[config.mk]
export PLATFORM = sky130hd
export DESIGN_NAME = acc_seq_ctrl
export DESIGN_NICKNAME = d
export VERILOG_FILES = /design/src/rtl/acc_seq_ctrl.sv
export SDC_FILE = /design/constraint.sdc
export NUM_CORES = 1
export LEC_CHECK = 0
export CAP_MARGIN = 20
export CELL_PAD_IN_SITES_DETAIL_PLACEMENT = 1
export CELL_PAD_IN_SITES_GLOBAL_PLACEMENT = 2
export CORE_MARGIN = 2
export CORE_UTILIZATION = 27
export DETAILED_ROUTE_END_ITERATION = 8
export PLACE_DENSITY_LB_ADDON = 0.05
export SYNTH_ARGS = -nofsm -noshare
export SYNTH_HDL_FRONTEND = slang
export SYNTH_SLANG_ARGS = --single-unit
[constraint.sdc]
create_clock -name clk -period 2.44 [get_ports clk]
set_clock_uncertainty 0.2 [all_clocks]
set_input_delay 0.488 -clock clk [delete_from_list [all_inputs] [get_ports clk]]
set_output_delay 0.488 -clock clk [all_outputs]
set_load 0.02 [all_outputs]
[src/rtl/acc_seq_ctrl.sv]
// Sequencing controller for the neuron multiply-accumulate datapath.
// Walks N_IN products per neuron and N_NEURON neurons per layer pass.
module acc_seq_ctrl #(
  parameter int N_IN     = 4,
  parameter int N_NEURON = 10,
  parameter int IDX_W    = (N_IN > 1) ? $clog2(N_IN) : 1,
  parameter int NRN_W    = (N_NEURON > 1) ? $clog2(N_NEURON) : 1
) (
  input  logic             clk,
  input  logic             reset,
  input  logic             start,
  input  logic             cont,
  input  logic             in_valid,
  input  logic             abort,
  output logic             sel,
  output logic             acc_en,
  output logic             en,
  output logic [IDX_W-1:0] in_idx,
  output logic [NRN_W-1:0] neuron_idx,
  output logic             busy,
  output logic             done
);

  typedef enum logic [2:0] {
    S_IDLE,
    S_LOAD,
    S_ACC,
    S_WRITE,
    S_DONE
  } state_e;

  localparam logic [IDX_W-1:0] IN_LAST  = IDX_W'(N_IN - 1);
  localparam logic [NRN_W-1:0] NRN_LAST = NRN_W'(N_NEURON - 1);

  state_e           state_q, state_d;
  logic [IDX_W-1:0] in_idx_q, in_idx_d;
  logic [NRN_W-1:0] nrn_q, nrn_d;

  always_comb begin
    state_d  = state_q;
    in_idx_d = in_idx_q;
    nrn_d    = nrn_q;
    if (abort && state_q != S_IDLE) begin
      state_d  = S_IDLE;
      in_idx_d = '0;
      nrn_d    = '0;
    end else begin
      unique case (state_q)
        S_IDLE: begin
          if (start && !abort) begin
            state_d  = S_LOAD;
            in_idx_d = '0;
            nrn_d    = '0;
          end
        end
        S_LOAD: begin
          if (in_valid) begin
            if (N_IN == 1) begin
              state_d = S_WRITE;
            end else begin
              state_d  = S_ACC;
              in_idx_d = IDX_W'(1);
            end
          end
        end
        S_ACC: begin
          if (in_valid) begin
            if (in_idx_q == IN_LAST) begin
              state_d = S_WRITE;
            end else begin
              in_idx_d = in_idx_q + IDX_W'(1);
            end
          end
        end
        S_WRITE: begin
          if (nrn_q == NRN_LAST) begin
            state_d = S_DONE;
          end else begin
            state_d  = S_LOAD;
            in_idx_d = '0;
            nrn_d    = nrn_q + NRN_W'(1);
          end
        end
        S_DONE: begin
          in_idx_d = '0;
          nrn_d    = '0;
          state_d  = cont ? S_LOAD : S_IDLE;
        end
        default: begin
          state_d  = S_IDLE;
          in_idx_d = '0;
          nrn_d    = '0;
        end
      endcase
    end
  end

  always_ff @(posedge clk or negedge reset) begin
    if (!reset) begin
      state_q  <= S_IDLE;
      in_idx_q <= '0;
      nrn_q    <= '0;
    end else begin
      state_q  <= state_d;
      in_idx_q <= in_idx_d;
      nrn_q    <= nrn_d;
    end
  end

  // sel/acc_en follow in_valid so a stalled product is never consumed
  assign sel        = (state_q == S_LOAD) && in_valid;
  assign acc_en     = (state_q == S_ACC) && in_valid;
  assign en         = (state_q == S_WRITE);
  assign done       = (state_q == S_DONE);
  assign busy       = (state_q != S_IDLE);
  assign in_idx     = in_idx_q;
  assign neuron_idx = nrn_q;

endmodule

==> metrics.csv <==
metric,value,unit
crit_required,1.75,ns
grt_start_max_net_pins,12,
gr-total-overflow,0,
ctsHoldBuffers,0,
cp_top_family,buffers and inverters,
setup_viol,0,
drc,0,
antenna_left,0,
netlist_area,643,um2
cp-start-kind,register,
fmax,429,MHz
synthArstFlopShare,1.00,
first_global_vias,590,
cts_tree,built,
reg2reg_from,neuron_idx[0],
die_area,2790,um2
cp.arrival,1.64,ns
ff2ff_path_depth,5,
first_iter_violations,2,
p_int,403,uW
seqPwrFrac,0.334,
root_buffer,clkbuf_4,
yosysWarnings,0,
wl_per_cell,12.6,um
grt_pass1_wl,2720,um
postCtsSetupRepairBufs,0,
die_y,52.8,um
cap_violations,0,
core.rowCount,17,
cp_num_cells,2,
yosysSeqAreaShare,0.350,
r2r_slack,0.55,ns
fp.dieW,52.8,um
synth-edff-count,0,
clk_path_buf_depth,2,
crit_chain,or3_1 > clkdlybuf4s50_1,
max_slew_margin,0.732,
p_switching,239,uW
fin_nets,103,
leakagePower,0.423,nW
pin_count,17,
cp_slowest_cell,clkdlybuf4s50_1,
synth_ff_type,dfrtp_1,
clk_latency,0.26,ns
layoutNonFillerInstCount,121,
ys_ff_latch,9,
crit_path_end,busy,
synth_top_area_frac,0.350,
worst-path-max-fanout,9,
clk_pin_slew,0.06,ns
cts.sinks,9,
worst_pin_slew,0.401,ns
totalPowerFinal,641,uW
path_buf_inv,1,
crit_start,state_q[0],
cpPeakStageDelay,0.54,ns
synth_common_cells,"9 x dfrtp_1, 9 x o21ai_0, 6 x nor2_1",
synth_top_cells_by_area,"dfrtp_1 35%, o21ai_0 7.0%, ha_1 5.8%",
power_frac_comb,0.489,
finalHoldViolations,0,
rsz0062_at_grt,false,
peakVddDrop,0.277,mV
p_sw_frac,0.372,
diodes,0,
synth_area_per_cell,9.19,um2
area_growth,38.3,%
first_pass_iters,4,
ys_types,30,
yosys.area.top_type,dfrtp_1,
drv_slew,0,
critPathKind,reg2out,
cts_made_buffers,3,
syn_inst,70,
grt.total_usage,0.138,
core,2230,um2
port_buffers,16,
fin_crit,2.33,ns
period_share,0.956,
dp.cells,117,
power.share.clock,0.177,
min_path_type,in2async,
initial_core_util,0.288,
status,"finished, final reports clean",
dpl.hpwl,1210,um
drive_gt1_frac,0.215,
cts_max_level,1,
powerDensity,721,nW/um2
synth_nets,79,
viasPerCell,4.79,
place_congestion,0.695,
vias,580,
antenna_found_initial,0,
r2r-end,in_idx[1],
totalWireLength,1520,um
cp-end-kind,primary output,
worst min-delay path by stage:
stage | depth (start not counted) | endpoint | slack (ns) | startpoint
detailed placement | 1 | in_idx[1] | 0.34 | in_idx[1]
global route | 1 | neuron_idx[1] | 0.33 | reset
floorplan | 0 | in_idx[0] | -0.008 | reset
global placement | 1 | in_idx[1] | 0.34 | in_idx[1]
CTS | 1 | neuron_idx[1] | 0.33 | reset
finish | 1 | neuron_idx[0] | 0.32 | reset
logic make-up (layout without fill, tap and decap cells):
group	count (synthesis)	count (layout)	synth area share
AOI/OAI and AO/OA	19	19	0.191
xor gates and xnor gates	2	2	0.0389
adders and majority gates	3	3	0.0584
buffers and inverters	9	32	0.0778
DFF	9	9	0.350
muxes	2	2	0.0389
and+or+nand+nor	26	26	0.245
cell type report:
| cell class | count | area [um2] |
|---|---|---|
| fill | 282 | 1340 |
| multi-input combinational | 52 | 368 |
| sequential | 9 | 228 |
| timing repair buffer | 23 | 213 |
| tap | 28 | 35.0 |
| clock buffer | 3 | 22.5 |
| inverter | 5 | 18.8 |
| clock inverter | 1 | 5.00 |
metrics by stage:
step	util	hold WS, ns	TNS [ns]	setup WS, ns	cell area (um2)
3_5_place_dp	0.385	0.344	-0.0508	-0.0297	860
3_3_place_gp	0.385	0.340	-0.0255	-0.0223	860
5_1_grt	0.398	0.333	0	0.0187	890
2_1_floorplan	-	-0.00759	0	0.552	643
6_report	0.398	0.320	0	0.108	890
4_1_cts	0.397	0.331	0	0.0196	887
metal layers:
| metal | vias up | GRT usage | routed length (um) |
|---|---|---|---|
| met5 | - | 0 | 0 |
| met4 | 0 | 0.0128 | 0 |
| met3 | 0 | 0.0600 | 56 |
| met2 | 10 | 0.196 | 681 |
| met1 | 279 | 0.198 | 784 |
| li1 | 291 | - | - |
power groups by stage:
stage	registers [mW]	clock network, mW	logic [mW]
after floorplan	0.205	0	0.228
after global placement	0.215	0	0.321
after detailed placement	0.216	0	0.320
after CTS	0.215	0.121	0.318
after global routing	0.223	0.131	0.351
final	0.214	0.114	0.314
timing repair:
item / in CTS / in global routing
gates resized for setup: 4 / 1
setup endpoints to repair: 3 / 1
cloned: 0 / 0
cells in the final DEF, fill, tap and decap left out, types with 2 or more instances in the layout:
master / n
dlygate4sd2_1: 2
buf_4: 7
nand2b_1: 4
a21oi_1: 4
clkbuf_4: 3
o22ai_1: 2
dfrtp_1: 7
and3_1: 3
dfrtp_2: 2
ha_1: 3
nor2_1: 6
clkdlybuf4s50_1: 13
o21ai_0: 9
nand2_1: 3
or3_1: 2
inv_1: 5
registers in the layout, indices dropped and copies added, names as in the netlist:
signal and cells:
state_q 3, in_idx 2, neuron_idx 4
(Power assumes the default switching activity.)
